### src/rtl/imm_ext_arbiter.sv
// Round-robin arbiter sharing one 16-bit sign extender between decode (req0) and branch-target (req1).
// Latency: 2 cycles req->rsp_valid for sign modes (00/11), 1 cycle for zero/upper modes (01/10).
// Backpressure: response held in RESP until the granted requester's rsp_ready; no new grant until then.
module imm_ext_arbiter #(
   parameter int IMM_W = 16,
   parameter int RES_W = 32
) (
   input  logic             clk,
   input  logic             rst_n,
   input  logic             req0,
   input  logic             req1,
   input  logic [IMM_W-1:0] imm0,
   input  logic [IMM_W-1:0] imm1,
   input  logic [1:0]       mode0,
   input  logic [1:0]       mode1,
   output logic [IMM_W-1:0] ext_inp,
   output logic             ext_sel,
   input  logic [RES_W-1:0] ext_res,
   output logic             rsp_valid0,
   output logic             rsp_valid1,
   input  logic             rsp_ready0,
   input  logic             rsp_ready1,
   output logic [RES_W-1:0] rsp_data,
   output logic             busy
);

   localparam logic [1:0] MODE_ZERO  = 2'b01;
   localparam logic [1:0] MODE_UPPER = 2'b10;
   localparam int         PAD_W      = RES_W - IMM_W;

   typedef enum logic [1:0] {
      S_IDLE = 2'd0,
      S_EXT  = 2'd1,
      S_RESP = 2'd2
   } state_t;

   state_t             state_q,      state_d;
   logic               prio_q,       prio_d;
   logic               gnt_id_q,     gnt_id_d;
   logic [IMM_W-1:0]   ext_inp_q,    ext_inp_d;
   logic               ext_sel_q,    ext_sel_d;
   logic [RES_W-1:0]   rsp_data_q,   rsp_data_d;
   logic               rsp_valid0_q, rsp_valid0_d;
   logic               rsp_valid1_q, rsp_valid1_d;

   // Winner selection and its payload, only meaningful in IDLE.
   logic               win;
   logic [IMM_W-1:0]   win_imm;
   logic [1:0]         win_mode;
   logic               win_ready;

   // Pick the priority requester when it is asking, otherwise the other one.
   always_comb begin
      win = 1'b0;
      if (prio_q) begin
         win = req1 ? 1'b1 : 1'b0;
      end else begin
         win = req0 ? 1'b0 : 1'b1;
      end
      win_imm   = win ? imm1  : imm0;
      win_mode  = win ? mode1 : mode0;
      win_ready = gnt_id_q ? rsp_ready1 : rsp_ready0;
   end

   // Next-state and datapath updates; every register holds unless a state below moves it.
   always_comb begin
      state_d      = state_q;
      prio_d       = prio_q;
      gnt_id_d     = gnt_id_q;
      ext_inp_d    = ext_inp_q;
      ext_sel_d    = ext_sel_q;
      rsp_data_d   = rsp_data_q;
      rsp_valid0_d = rsp_valid0_q;
      rsp_valid1_d = rsp_valid1_q;

      case (state_q)
         S_IDLE: begin
            if (req0 || req1) begin
               gnt_id_d = win;
               prio_d   = ~win;
               if (win_mode == MODE_ZERO) begin
                  // Zero extension needs no extender: answer directly.
                  rsp_data_d   = {{PAD_W{1'b0}}, win_imm};
                  rsp_valid0_d = ~win;
                  rsp_valid1_d = win;
                  state_d      = S_RESP;
               end else if (win_mode == MODE_UPPER) begin
                  rsp_data_d   = {win_imm, {PAD_W{1'b0}}};
                  rsp_valid0_d = ~win;
                  rsp_valid1_d = win;
                  state_d      = S_RESP;
               end else begin
                  // Sign modes (00 and 11) borrow the shared extender for one cycle.
                  ext_inp_d = win_imm;
                  ext_sel_d = 1'b1;
                  state_d   = S_EXT;
               end
            end
         end

         S_EXT: begin
            rsp_data_d   = ext_res;
            ext_sel_d    = 1'b0;
            rsp_valid0_d = ~gnt_id_q;
            rsp_valid1_d = gnt_id_q;
            state_d      = S_RESP;
         end

         S_RESP: begin
            // Only the granted requester's ready can retire the response.
            if (win_ready) begin
               rsp_valid0_d = 1'b0;
               rsp_valid1_d = 1'b0;
               state_d      = S_IDLE;
            end
         end

         default: begin
            ext_sel_d    = 1'b0;
            rsp_valid0_d = 1'b0;
            rsp_valid1_d = 1'b0;
            state_d      = S_IDLE;
         end
      endcase
   end

   // State registers with synchronous active-low reset; reset aborts any transaction.
   always_ff @(posedge clk) begin
      if (!rst_n) begin
         state_q      <= S_IDLE;
         prio_q       <= 1'b0;
         gnt_id_q     <= 1'b0;
         ext_inp_q    <= '0;
         ext_sel_q    <= 1'b0;
         rsp_data_q   <= '0;
         rsp_valid0_q <= 1'b0;
         rsp_valid1_q <= 1'b0;
      end else begin
         state_q      <= state_d;
         prio_q       <= prio_d;
         gnt_id_q     <= gnt_id_d;
         ext_inp_q    <= ext_inp_d;
         ext_sel_q    <= ext_sel_d;
         rsp_data_q   <= rsp_data_d;
         rsp_valid0_q <= rsp_valid0_d;
         rsp_valid1_q <= rsp_valid1_d;
      end
   end

   assign ext_inp    = ext_inp_q;
   assign ext_sel    = ext_sel_q;
   assign rsp_data   = rsp_data_q;
   assign rsp_valid0 = rsp_valid0_q;
   assign rsp_valid1 = rsp_valid1_q;
   assign busy       = (state_q != S_IDLE);

endmodule

### config.mk
export PLATFORM = sky130hd
export DESIGN_NAME = imm_ext_arbiter
export DESIGN_NICKNAME = d
export VERILOG_FILES = /design/src/rtl/imm_ext_arbiter.sv
export SDC_FILE = /design/constraint.sdc
export NUM_CORES = 1
export LEC_CHECK = 0
export ABC_AREA = 0
export BUFFER_PORTS_ARGS = -buffer_cell sky130_fd_sc_hd__buf_4
export CAP_MARGIN = 20
export CORE_MARGIN = 3
export CORE_UTILIZATION = 31
export CTS_CLUSTER_DIAMETER = 150
export DETAILED_ROUTE_END_ITERATION = 8
export GPL_TIMING_DRIVEN = 0
export PLACE_DENSITY = 0.64
export SYNTH_ARGS = -nofsm -noshare
export SYNTH_HDL_FRONTEND = slang
export SYNTH_SLANG_ARGS = --single-unit
### constraint.sdc
create_clock -name clk -period 3.9 [get_ports clk]
set_input_delay 0.195 -clock clk [delete_from_list [all_inputs] [get_ports clk]]
set_output_delay 0.195 -clock clk [all_outputs]
set_load 0.05 [all_outputs]
== Word-level counts from Yosys, hierarchy flattened ==
Cells that the tools add are included.

* Add/subtract/negate cells: 0
* Multipliers: 0
* Divide/modulo/power cells: 0
* Magnitude comparators: 0
* Eq/ne operators: 9
* Shift-type cells: 0
* Muxes and demuxes: 28
* Bitwise logic cells: 5
* Reduce and logical (&&, ||, !) cells: 10

{| class="wikitable"
|+ Operators by type and width
! operator !! number
|-
| $mux 32 || 3
|-
| $pmux 32 s2 || 1
|-
| $mux 16 || 1
|-
| $mux 1 || 14
|-
| $mux 2 || 5
|-
| $ne 2x2->1 const B || 4
|-
| $reduce_and 4->1 || 2
|-
| $pmux 1 s3 || 2
|-
| $pmux 2 s3 || 1
|-
| $reduce_and 3->1 || 2
|-
| $not 1->1 || 5
|-
| $eq 2x1->1 const B || 2
|-
| $eq 2x2->1 const B || 2
|-
| $reduce_and 2->1 || 2
|-
| $reduce_bool 2->1 || 2
|-
| $ne 3x3->1 const B || 1
|-
| $logic_not 2->1 || 1
|-
| $pmux 1 s2 || 1
|-
| $logic_or 1x1->1 || 1
|}

* Register bits after elaboration: 55
* Bits in latches: 0
* Bits in writable memories: 0
* Bits in read-only memories: 0
* Bits of input ports: 74
* Output and inout bits: 52
* Logic and storage cells: 60
* Memories kept: 0

== Depth between registers and ports, before layout ==
Gate-level depths: netlist (run 1).

* Word-level depth: 8
* Gate-level depth with buffers: 11
* Mapped depth without buffers: 8

== Least setup slack after synthesis (run 1) ==
OpenSTA, ideal clock, no wires.

* Kind: reg2reg
* Start point: register prio_q
* End point: register rsp_data_q[10], in the netlist rsp_data[10]
* Library setup time: 145 ps
* Data arrival time: 2,231 ps
* Required time: 3,755 ps
* Setup slack: 1,524 ps
* Stages on the path, launching flop included: 11
* Path buffers: 2
* Period minus slack after synthesis: 2,376 ps
* Cells stage by stage: dfxtp_1 > nor2_1 > a21o_1 > buf_2 > mux2i_1 > inv_1 > ha_1 > or3_1 > clkbuf_1 > o21ai_0 > a41oi_1

* Cells in the longest elaborated chain, start to end: 6
* Elaborated cells between the ends (all ways): 10
* Classes of those cells: 3 x eq/ne; 6 x mux; 1 x reduce/logical

{| class="wikitable"
|+ RTL lines
! item !! line !! source
|-
| start: declaration || 38 || <nowiki>logic prio_q, prio_d;</nowiki>
|-
| start signal: assignment || 140 || <nowiki>prio_q <= prio_d;</nowiki>
|-
| $mux 1 (*) || 55 || <nowiki>if (prio_q) begin</nowiki>
|-
| $mux 2 || 61 || <nowiki>win_mode = win ? mode1 : mode0;</nowiki>
|-
| $eq 2x1->1 || 81 || <nowiki>if (win_mode == MODE_ZERO) begin</nowiki>
|-
| $mux 32 || 81 ||
|-
| $mux 32 || 78 || <nowiki>if (req0 || req1) begin</nowiki>
|-
| $pmux 32 s2 || 76 || <nowiki>case (state_q)</nowiki>
|-
| end signal: assignment || 144 || <nowiki>rsp_data_q <= rsp_data_d;</nowiki>
|-
| end: declaration || 42 || <nowiki>logic [RES_W-1:0] rsp_data_q, rsp_data_d;</nowiki>
|}

Every way passes the cells marked *; elsewhere a longest branch is shown, timed or not. The select of a mux whose other input is x is not followed.
A chain may end at the register's enable or synchronous reset.

== Worst setup path after layout (run 1) ==
* Start point: register prio_q
* End point: register rsp_data_q[4], in the netlist rsp_data[4]

The elaborated chain is that of the path after synthesis.

==> run summary, run 1 <==
The tools report the total of warnings raised by yosys as 0. The chip width was 101 um; the final setup skew was 0.0146 ns. In the final routed layout, each cell accounts on average for 19.1 um. The logs give 439 for the synthesized netlist net count and 0 for the number of buffers inserted by hold repair at cts.

0 antenna diodes ended up in the layout. The synthesized design devotes to its leading area cell type 39.4% of total area. The worst-case setup slack after placement is 0.965 ns.

Dividing the final minimum period by the clock period gives 75.2%. The top fanout value on the critical path is 10, and the total power divided by cell area is 620 nW/um2. Global routing consumed, on the met3 layer, 4.71% of the routing resources.

Excluding fillers, the count of instances in the completed layout stands at 602. The tool flagged a number of max-cap violations equal to 0. The type of the setup path with the least slack is reg -> reg. The residual overflow from global routing is 0, and the total of buffers placed on input and output ports is 124. Pin placement for this block handled 126 I/O pins. The flip-flop and latch count after synthesis was 55; the max-slew violation total from the final report was 0.

The first detailed-routing pass took 6 iterations. TritonCTS built the clock tree. Cells with a size suffix above 1 make up 31.2% of the layout. After routing the design area is 3950 um2. The root cell of the clock tree is sky130_fd_sc_hd__clkbuf_8. Setup violations remaining at the end of the flow were counted as 0. The buffer depth of the longest clock path was 2; the antenna violation net count after detailed routing was 0. The largest total area in the synthesized netlist belongs to sky130_fd_sc_hd__dfxtp_1. The most common cell after layout, fill and taps aside is sky130_fd_sc_hd__buf_4. The run gives 34 as the row count. The most crowded layer after global routing is met2.

The total via count after detailed routing is 3,389, and the area of the core is 8760 um2. The initial antenna violation count is 0. Via count of the first global-routing pass: 3,282.

The fraction of power spent switching nets was 49.3%. The fmax came out at 341 MHz. The worst path in the final design needs a cycle of 2.93 ns, including I/O delays and setup.

In this run, the number of DRC markers left after iteration 0 of detailed routing was 380. For the worst relative slew slack, the log shows 63.7%. The run gives 0.31 ns as the latest clock arrival within the worst-skew pair. From bottom edge to top edge, the die measures 101 um. VDD sags by at most 251 uV. Setup repair after global routing left no endpoint under its margin. Once the clock tree was built, the resizer swapped 0 gates to a different size. Sorting the synthesized cells by area gives the leading types as sky130_fd_sc_hd__dfxtp_1 (39%), sky130_fd_sc_hd__o21ai_0 (14%), sky130_fd_sc_hd__nand3_1 (11%). The logs give 39.4% for the sequential area share after synthesis and 0 ns for the setup TNS. The HPWL after detailed placement is 9110 um. Dividing the detail-routed via count by the number of cells gives 5.63. The cell area that synthesis handed to floorplanning was 2800 um2.

At the worst endpoint, the required time is 4.13 ns. After technology mapping, the gate count stands at 362. The tools report the number of endpoints with negative hold slack in the final report as 0. The global-route track usage on met1 was 30.8%. After clock tree synthesis, the clock-pin slew on the worst setup and hold paths is 0.10 ns. Data arrives at the worst endpoint at 3.16 ns. The layout net count is 570. The overall power of the completed layout is 2.45 mW.

At the pin with the least slew margin, the transition time is 0.542 ns. The logs give 1.66 nW for the leakage power total and 54.8% for the combinational power share. Sequential cells burn 32.3% of the power.

Across every metal layer, demand over resource in global routing totals 22.2%. The number of clock buffers added by TritonCTS is 5. The layout overhead on the synthesized area was 41.1%.

The clock drives 55 sinks. The worst setup path is captured at a register. The logs give 34.9% for the met2 usage and 594 for the cell count after placement.

In the post-route analysis, the smallest setup slack over all paths is 0.967 ns. STA classifies the critical path startpoint as a register. After detailed placement, the total cell area comes to 3860 um2.

The number of remaining DRC errors came out at 0. The class of the most critical hold timing path was in -> reg. The pin count of the biggest net entering global routing was 17; the internal power consumption was 1.24 mW. In the layout the commonest cells are sky130_fd_sc_hd__buf_4 (128), sky130_fd_sc_hd__o21ai_0 (77), sky130_fd_sc_hd__nand3_1 (64), sky130_fd_sc_hd__dfxtp_1 (55), sky130_fd_sc_hd__nand2_1 (35). For this configuration, the core starts out at a cell density of 31.9%. Wires add up to 11,500 um.

The first-pass GRT wire length was 17,900 um; the area of the die was 10,200 um2. The run finished with clean final reports. The clock network fraction of total power came out at 12.9%. For this design the total switching power over the nets is 1.21 mW. In this run the post-CTS setup repair buffer count came out at 0. The routability congestion estimate is 0.922.

Each instance of the synthesized netlist takes up on average 7.73 um2. The run gives 33 as the count of distinct cell types in the synthesized netlist. The tools report the maximum level of the CTS H-tree as 2.
==> power by group through the flow <==
stage	logic (mW)	registers (mW)	clock network, mW
2_1_floorplan	0.454	1.22	0
3_3_place_gp	1.32	0.800	0
3_5_place_dp	1.34	0.800	0
4_1_cts	1.34	0.789	0.323
5_1_grt	1.43	0.806	0.347
6_report	1.34	0.790	0.315
==> synthesized netlist by cell type <==
cell / n
sky130_fd_sc_hd__inv_1: 5
sky130_fd_sc_hd__buf_1: 2
sky130_fd_sc_hd__and2_1: 4
sky130_fd_sc_hd__clkbuf_2: 2
sky130_fd_sc_hd__or3_1: 1
sky130_fd_sc_hd__dfxtp_1: 55
sky130_fd_sc_hd__a31oi_1: 16
sky130_fd_sc_hd__mux2i_1: 3
sky130_fd_sc_hd__nand3_1: 64
sky130_fd_sc_hd__nor2_1: 5
sky130_fd_sc_hd__o31a_1: 1
sky130_fd_sc_hd__nand2b_1: 1
sky130_fd_sc_hd__nand2_1: 35
sky130_fd_sc_hd__o21ai_1: 6
sky130_fd_sc_hd__mux2_2: 2
sky130_fd_sc_hd__a21oi_2: 1
sky130_fd_sc_hd__and3b_1: 1
sky130_fd_sc_hd__o22ai_1: 1
sky130_fd_sc_hd__o31ai_2: 1
sky130_fd_sc_hd__a21o_1: 1
sky130_fd_sc_hd__a22o_1: 1
sky130_fd_sc_hd__ha_1: 3
sky130_fd_sc_hd__o2bb2ai_1: 1
sky130_fd_sc_hd__a21oi_1: 1
sky130_fd_sc_hd__buf_2: 12
sky130_fd_sc_hd__o21ai_0: 77
sky130_fd_sc_hd__a41oi_1: 32
sky130_fd_sc_hd__and3_1: 1
sky130_fd_sc_hd__buf_4: 4
sky130_fd_sc_hd__nor3_1: 1
sky130_fd_sc_hd__nor2_2: 1
sky130_fd_sc_hd__clkbuf_1: 19
sky130_fd_sc_hd__nor2b_1: 2
==> layer usage <==
metal,vias up,routed length (um)
li1,1613,-
met1,1559,4870
met2,195,5370
met3,22,1110
met4,0,163
met5,-,0
==> final cells by class <==
type / count / area [um2]
Buffer: 39 / 179
Clock buffer: 6 / 72.6
Clock inverter: 2 / 12.5
Fill cell: 918 / 4810
Inverter: 5 / 18.8
Multi-Input combinational cell: 263 / 1500
Sequential cell: 55 / 1100
Tap cell: 108 / 135
Timing Repair Buffer: 124 / 931
==> registers in the layout, summed over array words and instances (netlist names) <==
name and count:
ext_inp 16, ext_sel 1, gnt_id_q 1, prio_q 1, rsp_data 32, rsp_valid0 1, rsp_valid1 1, state_q 2
==> worst paths after layout <==
kind / slack, ns / cells past startpoint / to / startpoint
worst min register to register: 0.48 / 2 / rsp_valid1$_SDFFE_PN0P_ / rsp_valid1$_SDFFE_PN0P_
worst max register to register: 0.97 / 10 / rsp_data[4]$_SDFFE_PN0P_ / prio_q$_SDFFE_PN0N_
worst min-delay path: 0.16 / 3 / ext_inp[6]$_SDFFE_PN0P_ / imm1[6]
worst max-delay path: 0.97 / 10 / rsp_data[4]$_SDFFE_PN0P_ / prio_q$_SDFFE_PN0N_
==> through the flow <==
| stage | hold WS (ns) | util, % |
|---|---|---|
| 2_1_floorplan | 0.338 | - |
| 3_3_place_gp | 0.460 | 44.1 |
| 3_5_place_dp | 0.472 | 44.1 |
| 4_1_cts | 0.155 | 45.1 |
| 5_1_grt | 0.165 | 45.1 |
| 6_report | 0.163 | 45.1 |
==> kinds of logic after synthesis <==
kind of cell,after synthesis,share of synthesized area (%)
compound gates,139,30.8
simple gates,116,19.5
flops,55,39.4
buf+inv,44,7.07
mux,5,1.88
fa+ha+maj,3,1.34
==> worst max-delay path, cell delays in order (launching register included) <==
cell and delay, ns:
sky130_fd_sc_hd__dfxtp_1 0.35, sky130_fd_sc_hd__nor2_1 0.19, sky130_fd_sc_hd__a21o_1 0.19, sky130_fd_sc_hd__buf_2 0.27
sky130_fd_sc_hd__mux2i_1 0.31, sky130_fd_sc_hd__inv_1 0.07, sky130_fd_sc_hd__ha_1 0.33, sky130_fd_sc_hd__o31ai_2 0.51
sky130_fd_sc_hd__buf_2 0.33, sky130_fd_sc_hd__o21ai_0 0.11, sky130_fd_sc_hd__a41oi_1 0.19
No activity file was read; power rests on OpenSTA's default activity.
==> run 2, diff against run 1 <==
- ABC_AREA: 0 -> 1
- PLACE_DENSITY: 0.64 -> 0.63
- clock period: 3.9 -> 2.8 ns (I/O delays scaled with it)
==> run 2 against run 1 <==
Setup slack lost 0.67 ns. Cell count is 29% higher. Die area increased by 8.4%. Clock-buffer cell count stayed put. Global-route usage fell by 4.0 points. Via count grew 0.97%.
==> run summary, run 2 <==
Total setup violations reported at the end of the flow: 0 (unchanged). The tools report the sequential area share after synthesis as 36.1% (-3.2 points). The peak supply drop came out at 485 uV (+93%). The area of the core was 9420 um2 (+7.4%).

The logs give 61.8% (-1.9 points) for the worst relative slew slack and 0 ns (unchanged) for the setup TNS. The logs give 3,422 (+0.97%) for the total via count after detailed routing and 0 (unchanged) for the number of endpoints with negative hold slack in the final report. Type of the setup path with the least slack: reg -> reg. In this run the worst hold path is classified as in -> reg. Chip width: 105 um (+4.1%). Leaving out fill and tap cells, the most frequent cell in the layout is sky130_fd_sc_hd__buf_4.

The run gives 4 (-2) as the detailed-router iteration count before antenna repair. sky130_fd_sc_hd__nand2_1 is the most common cell in the netlist. The height of the die works out to 105 um (+4.1%).

Category of the worst setup path capture point: a register. The run gives 25.8% (-6.5 points) as the sequential power share. The pin count of the biggest net entering global routing was 16 (-1). For the half-perimeter wire length after placement, the log shows 7900 um (-13%). The number of diodes added for antenna fixing is 0 (unchanged). The average detailed-routed wire length per instance was 13.2 um (-31%); the layout net count was 723 (+27%).

The logs give 400 MHz (+17%) for the fmax and 16 (-52%) for the count of distinct cell types in the synthesized netlist. The dominant cell type by area after synthesis is sky130_fd_sc_hd__dfxtp_1. The flip-flop and latch count after synthesis was 55 (unchanged); the first-pass GRT wire length was 16,100 um (-9.9%). After synthesis, the most frequently instantiated cells are sky130_fd_sc_hd__nand2_1 (116), sky130_fd_sc_hd__inv_1 (108), sky130_fd_sc_hd__nor2_1 (89), sky130_fd_sc_hd__dfxtp_1 (55), sky130_fd_sc_hd__a21oi_1 (53). The routability congestion estimate is 0.765 (-17%), and the net switching power is 2.66 mW (+120%).

The post-layout minimum cycle time is 2.50 ns (-0.432 ns), and the area of the die is 11,100 um2 (+8.4%). Leaving out fill and tap cells, the most frequent cells in the layout are sky130_fd_sc_hd__buf_4 (130), sky130_fd_sc_hd__nand2_1 (116), sky130_fd_sc_hd__inv_1 (108), sky130_fd_sc_hd__nor2_1 (89), sky130_fd_sc_hd__dfxtp_1 (55). The worst-case setup slack after placement is 0.220 ns (-0.745 ns). The proportion of register bits with asynchronous set or reset after synthesis works out to 0% (unchanged).

TritonCTS built the clock tree. Internal power consumption: 2.30 mW (+85%). The number of remaining DRC errors came out at 0 (unchanged). The netlist area before placement came out at 3050 um2 (+8.9%). The antenna violation net count after detailed routing is 0 (unchanged), and the number of flops mapped to enable cells by yosys is 0 (unchanged).

The critical path required time is 3.04 ns (-1.09 ns), and the total of warnings raised by yosys is 0 (unchanged). The tools report the latest clock arrival within the worst-skew pair as 0.31 ns (about the same). The cell sitting at the root of the clock tree is a sky130_fd_sc_hd__clkbuf_8. The max-slew violation total from the final report is 0 (unchanged). The fraction of synthesized cell area taken by the top area cell type works out to 36.1% (-3.2 points). STA classifies the critical path startpoint as a register.

The count of routing violations after the opening detailed-route iteration came out at 146 (-62%). In the post-synthesis netlist, the biggest area contributors are sky130_fd_sc_hd__dfxtp_1 (36%), sky130_fd_sc_hd__nand2_1 (14%), sky130_fd_sc_hd__inv_1 (13%). The arrival time of the worst setup path was 2.74 ns (-0.42 ns); the clock-pin slew on the worst setup and hold paths was 0.09 ns (about the same). The share of post-route cells with drive strength above 1 works out to 23.7% (-7.5 points).

Maximum level of the CTS H-tree: 2 (unchanged). The run finished with clean final reports. Overall power of the completed layout: 4.96 mW (+100%). The average via count per standard cell works out to 4.42 (-22%).

Residual overflow from global routing: 0 (unchanged). The number of buffers inserted by hold repair at cts was 0 (unchanged); the final setup skew was 0.0110 ns (-0.00357 ns). The total power divided by cell area is 1170 nW/um2 (+88%), and the clock network fraction of total power is 10.7% (-2.2 points). The run gives 55 (unchanged) as the number of clock sinks seen by CTS. The tools report the via count of the first global-routing pass as 3,384 (+3.1%). The area growth from synthesis to layout is 39.3%. The fraction of power spent switching nets was 53.6% (+4.3 points).

The flip-flop count of the largest register after layout is 32 (unchanged), and the global routing usage summed across all routing layers is 18.2% (-4.0 points). For the max-capacitance violation count, the log shows 0 (unchanged). The routed wire length is 10,200 um (-11%), and the actual slew at the worst max-slew pin is 0.573 ns (+0.0315 ns). The top fanout value on the critical path was 10 (unchanged). The total of buffers placed on input and output ports works out to 124 (unchanged). For the buffer depth of the longest clock path, the log shows 2 (unchanged).

The initial standard-cell utilization of the core was 32.4% (+0.45 points). The leakage power total was 2.40 nW (+45%); the minimum setup slack in the final design was 0.299 ns (-0.668 ns). The most used flip-flop cell after synthesis was sky130_fd_sc_hd__dfxtp_1. The post-CTS setup repair buffer count was 0 (unchanged).

The synthesized netlist net count was 592 (+35%); the average cell area after synthesis was 5.92 um2 (-23%). The tools report the post-route core utilization as 45.1% (about the same). Number of clock buffers inserted by TritonCTS: 5 (unchanged). The row count was 35 (+2.9%); the combinational power share was 63.5% (+8.7 points). The I/O pin count was 126 (unchanged); the initial antenna violation count was 0 (unchanged). Setup repair after global routing left no endpoint under its margin.

The period utilization was 89.3% (+14 points); the synthesized instance count was 515 (+42%).
run 2: final timing paths:
kind | slack, ns | to | from | depth (start not counted)
worst max register to register | 0.30 | rsp_data[21]$_SDFFE_PN0P_ | prio_q$_SDFFE_PN0N_ | 12
worst max-delay path | 0.30 | rsp_data[21]$_SDFFE_PN0P_ | prio_q$_SDFFE_PN0N_ | 12
worst min register to register | 0.49 | ext_sel$_SDFFE_PN0P_ | ext_sel$_SDFFE_PN0P_ | 2
worst min-delay path | 0.16 | state_q[1]$_SDFFE_PN0P_ | rsp_ready1 | 4
run 2: worst max-delay path: stages (launching register included):
cell	delay [ns]
sky130_fd_sc_hd__dfxtp_1	0.40
sky130_fd_sc_hd__inv_1	0.05
sky130_fd_sc_hd__nand2_1	0.05
sky130_fd_sc_hd__nand2_1	0.06
sky130_fd_sc_hd__clkbuf_2	0.21
sky130_fd_sc_hd__or2_2	0.32
sky130_fd_sc_hd__o21ai_1	0.11
sky130_fd_sc_hd__inv_1	0.09
sky130_fd_sc_hd__ha_1	0.21
sky130_fd_sc_hd__nor2_2	0.30
sky130_fd_sc_hd__buf_2	0.33
sky130_fd_sc_hd__nand3_1	0.15
sky130_fd_sc_hd__a21oi_1	0.14
run 2: per-stage QoR:
stage,instances,hold slack (ns),area [um2]
after global placement,768,0.464,4140
after detailed placement,768,0.472,4140
after global routing,775,0.174,4250
after floorplan,515,0.369,3050
after CTS,775,0.157,4240
final,775,0.156,4250
run 2: cell type report:
cell class	count	area [um2]
Inverter	111	417
Timing Repair Buffer	124	931
Sequential cell	55	1100
Buffer	24	121
Fill cell	1034	5170
Clock inverter	1	30.0
Multi-Input combinational cell	325	1410
Clock buffer	6	72.6
Tap cell	129	161
run 2: cells by family (layout without fill, tap and decap cells):
group	after synthesis	in the layout	synth area share, %
buffers and inverters	135	266	17.6
adder cells (fa/ha/maj)	3	3	1.23
AND/OR/NAND/NOR	245	245	32.4
AO/OA/AOI/OAI	77	77	12.6
flip-flops	55	55	36.1
run 2: power by group through the flow:
stage | registers (mW) | logic, mW | clock network (mW)
after global routing | 1.32 | 3.42 | 0.560
after floorplan | 2.29 | 1.19 | 0
final | 1.28 | 3.15 | 0.529
after global placement | 1.29 | 3.12 | 0
after detailed placement | 1.30 | 3.16 | 0
after CTS | 1.28 | 3.17 | 0.540
run 2: layer usage:
layer  GRT usage (%)  part of all wire, %
met1            24.5                   46
met2            30.1                   46
met3            3.83                  6.0
met4            3.66                  1.1
met5               0                    0
run 2: what timing repair did:
action | 4_1_cts | 5_1_grt
hold endpoints to repair | 0 | 0
setup endpoints to repair | 0 | 7
gates resized for setup | 0 | 4
==> run 3, diff against run 2 <==
- ABC_AREA: 1 -> not set
- PLACE_DENSITY: 0.63 -> 0.64
==> run 3 against run 2 <==
Clock power decreased by 16%. Fmax decreased by 3.5%. Register-to-register slack worse by 0.09 ns. Combinational power fell by 39%. Core utilization up 0.71 points. Clock-buffer cell count stayed put. Non-clock buffer count up 16. Cell count shrank 22%. Highest routed layer unchanged.
==> run summary, run 3 (synthesis results as in run 1) <==
The worst relative slew slack was 64.4% (+2.6 points); the design area was 4010 um2 (-5.5%). The I/O pin count came out at 126 (unchanged). The average via count per standard cell is 5.63 (+27%), and the maximum level of the CTS H-tree is 2 (unchanged). The initial standard-cell utilization of the core is 31.9% (-0.45 points), and the maximum cell stage delay along the critical path is 0.43 ns (+0.03 ns). Buffer depth of the longest clock path: 2 (unchanged). For the number of endpoints with negative hold slack in the final report, the log shows 0 (unchanged). STA classifies the critical path endpoint as a register.

The fmax was 386 MHz (-3.5%). The via count of the first global-routing pass was 3,285 (-2.9%); the fraction of power spent switching nets was 49.2% (-4.4 points). The logs give 5070 um (+7.0%) for the met1 layer wirelength in the final routing and 0 (unchanged) for the residual overflow from global routing.

The total power divided by cell area is 861 nW/um2 (-26%), and the total setup violations reported at the end of the flow is 0 (unchanged). The pin count of the biggest net entering global routing is 17 (+1). The max-capacitance violation count is 0 (unchanged).

Routed signal wires occupy layers up through met4. The routed wire length was 11,600 um (+14%); the post-route core utilization was 45.8% (+0.71 points). The average detailed-routed wire length per instance was 19.3 um (+46%). The half-perimeter wire length after placement came out at 9110 um (+15%). The cell count after placement was 594 (-23%). The chip width is 101 um (-4.0%), and the global routing usage summed across all routing layers is 22.2% (+4.0 points). The count of routing violations after the opening detailed-route iteration is 375 (+160%). The critical path required time was 2.97 ns (-0.07 ns); the number of fill cells was 913 (-12%).

The setup TNS is 0 ns (unchanged), and the share of post-route cells with drive strength above 1 is 33.1% (+9.4 points). The placed instance area was 3860 um2 (-6.7%); the net switching power was 1.70 mW (-36%). Class of the most critical hold timing path: in -> reg.

The peak supply drop was 349 uV (-28%); the number of remaining DRC errors was 0 (unchanged). The slowest library cell on the worst path is sky130_fd_sc_hd__or3_4. The top cell types in the final layout, fill and taps aside, are sky130_fd_sc_hd__buf_4 (130), sky130_fd_sc_hd__o21ai_0 (77), sky130_fd_sc_hd__nand3_1 (64), sky130_fd_sc_hd__dfxtp_1 (54), sky130_fd_sc_hd__nand2_1 (35). The max-slew violation total from the final report came out at 0 (unchanged).

For the met3 wirelength from detailed routing, the log shows 1110 um (+80%). The logs give 55.1% (-8.4 points) for the combinational power share and 1.68 nW (-30%) for the leakage power total. The logs give 8760 um2 (-6.9%) for the area of the core and 3,392 (-0.88%) for the total via count after detailed routing. The number of clock sinks seen by CTS is 55 (unchanged), and the detailed-router iteration count before antenna repair is 9 (+5). STA classifies the critical path startpoint as a register. Setup repair after global routing left no endpoint under its margin.

The root cell of the clock tree is sky130_fd_sc_hd__clkbuf_8. The critical path is of the reg -> reg type. For the layout net count, the log shows 571 (-21%).

The total of buffers placed on input and output ports was 124 (unchanged). The internal power consumption was 1.75 mW (-24%); the internal reg-to-reg setup slack was 0.21 ns (-0.09 ns). The run gives 12.9% (+2.2 points) as the clock network fraction of total power. The run finished with clean final reports.

The overall power of the completed layout was 3.46 mW (-30%). The top fanout value on the critical path works out to 10 (unchanged). For the number of diodes added for antenna fixing, the log shows 0 (unchanged).

The first-pass GRT wire length was 17,900 um (+11%). The arrival time of the worst setup path is 2.77 ns (+0.03 ns), and the actual slew at the worst max-slew pin is 0.534 ns (-0.0389 ns). The most common cell after layout, fill and taps aside was sky130_fd_sc_hd__buf_4. The post-layout minimum cycle time was 2.59 ns (+0.0919 ns). The area of the die was 10,200 um2 (-7.7%); the row count was 34 (-2.9%). The signal on the critical path passes through nor2_4 > a21oi_4 > clkbuf_4 > mux2i_1 > ha_1 > or3_4 > clkbuf_1 > o21ai_0 > a41oi_1.

The flip-flop count of the largest register after layout came out at 32 (unchanged). For the final setup skew, the log shows 0.0197 ns (+0.00865 ns). The layout overhead on the synthesized area is 43.5%. The final cell count without fillers came out at 603 (-22%). TritonCTS built the clock tree. Minimum setup slack in the final design: 0.207 ns (-0.0919 ns). The run gives 0.922 (+20%) as the routability congestion estimate. The sequential power share is 32.0% (+6.2 points). The antenna violation net count after detailed routing came out at 0 (unchanged).

The height of the die is 101 um (-4.0%). Initial antenna violation count: 0 (unchanged). The latest clock arrival within the worst-skew pair is 0.32 ns (about the same).

The clock-pin slew on the worst setup and hold paths is 0.11 ns (+0.02 ns). The run gives 5320 um (+12%) as the amount of wire on met2 after detailed routing. The period utilization was 92.6% (+3.3 points).

The number of clock buffers inserted by TritonCTS was 5 (unchanged); the worst-case setup slack after placement was -0.135 ns (-0.355 ns). For the final worst hold slack, the log shows 0.102 ns (-0.0536 ns).
-- run 3: cell types whose count changed in the layout (fill, tap and decap cells not counted), moves of 31 or more --
cell,delta
sky130_fd_sc_hd__nand3_1,+31
sky130_fd_sc_hd__o21ai_0,+62
sky130_fd_sc_hd__a41oi_1,+32
sky130_fd_sc_hd__a21oi_1,-52
sky130_fd_sc_hd__nand2_1,-81
sky130_fd_sc_hd__inv_1,-103
sky130_fd_sc_hd__nor2_1,-85
-- run 3: worst paths after layout --
| check | from | cells past startpoint | endpoint |
|---|---|---|---|
| hold / removal | imm0[6] | 3 | ext_inp[6]$_SDFFE_PN0P_ |
| setup / recovery | prio_q$_SDFFE_PN0N_ | 9 | rsp_data[26]$_SDFFE_PN0P_ |
| setup reg to reg | prio_q$_SDFFE_PN0N_ | 9 | rsp_data[26]$_SDFFE_PN0P_ |
| hold reg to reg | rsp_valid1$_SDFFE_PN0P_ | 2 | rsp_valid1$_SDFFE_PN0P_ |
-- run 3: repair_timing --
item                       4_1_cts  5_1_grt
setup endpoints to repair       31       38
hold buffers                     0        0
buffers inserted                 0        1
resized for setup                5       15
pin swaps                        0        1
-- run 3: worst max-delay path: cells and delay by family (launching register included) --
family | cells | cell delay, ns
buf+inv | 2 | 0.49
simple gates | 2 | 0.50
fa+ha+maj | 1 | 0.32
flops | 1 | 0.41
mux | 1 | 0.25
compound gates | 3 | 0.48
-- run 3: per-layer routing --
metal	track usage [%]	up-vias
met5	0	-
met4	5.73	0
met3	4.71	21
met2	34.9	194
met1	31.0	1561
li1	-	1616
-- run 3: layout make-up --
type	instances	area, um2	share of cell area (%)
well taps	108	135	3.37
clock buffers	6	72.6	1.81
inverters	5	18.8	0.468
multi-input cells	263	1540	38.3
repair buffers	125	938	23.4
plain buffers	39	195	4.86
clock inverters	2	12.5	0.312
flip-flops and latches	55	1100	27.5
-- run 3: power groups by stage --
stage / clock (mW) / sequential [mW] / combinational [mW]
finish: 0.445 / 1.11 / 1.91
global route: 0.484 / 1.13 / 2.03
detailed placement: 0 / 1.11 / 1.86
floorplan: 0 / 1.71 / 0.632
global placement: 0 / 1.11 / 1.84
CTS: 0.450 / 1.10 / 1.88
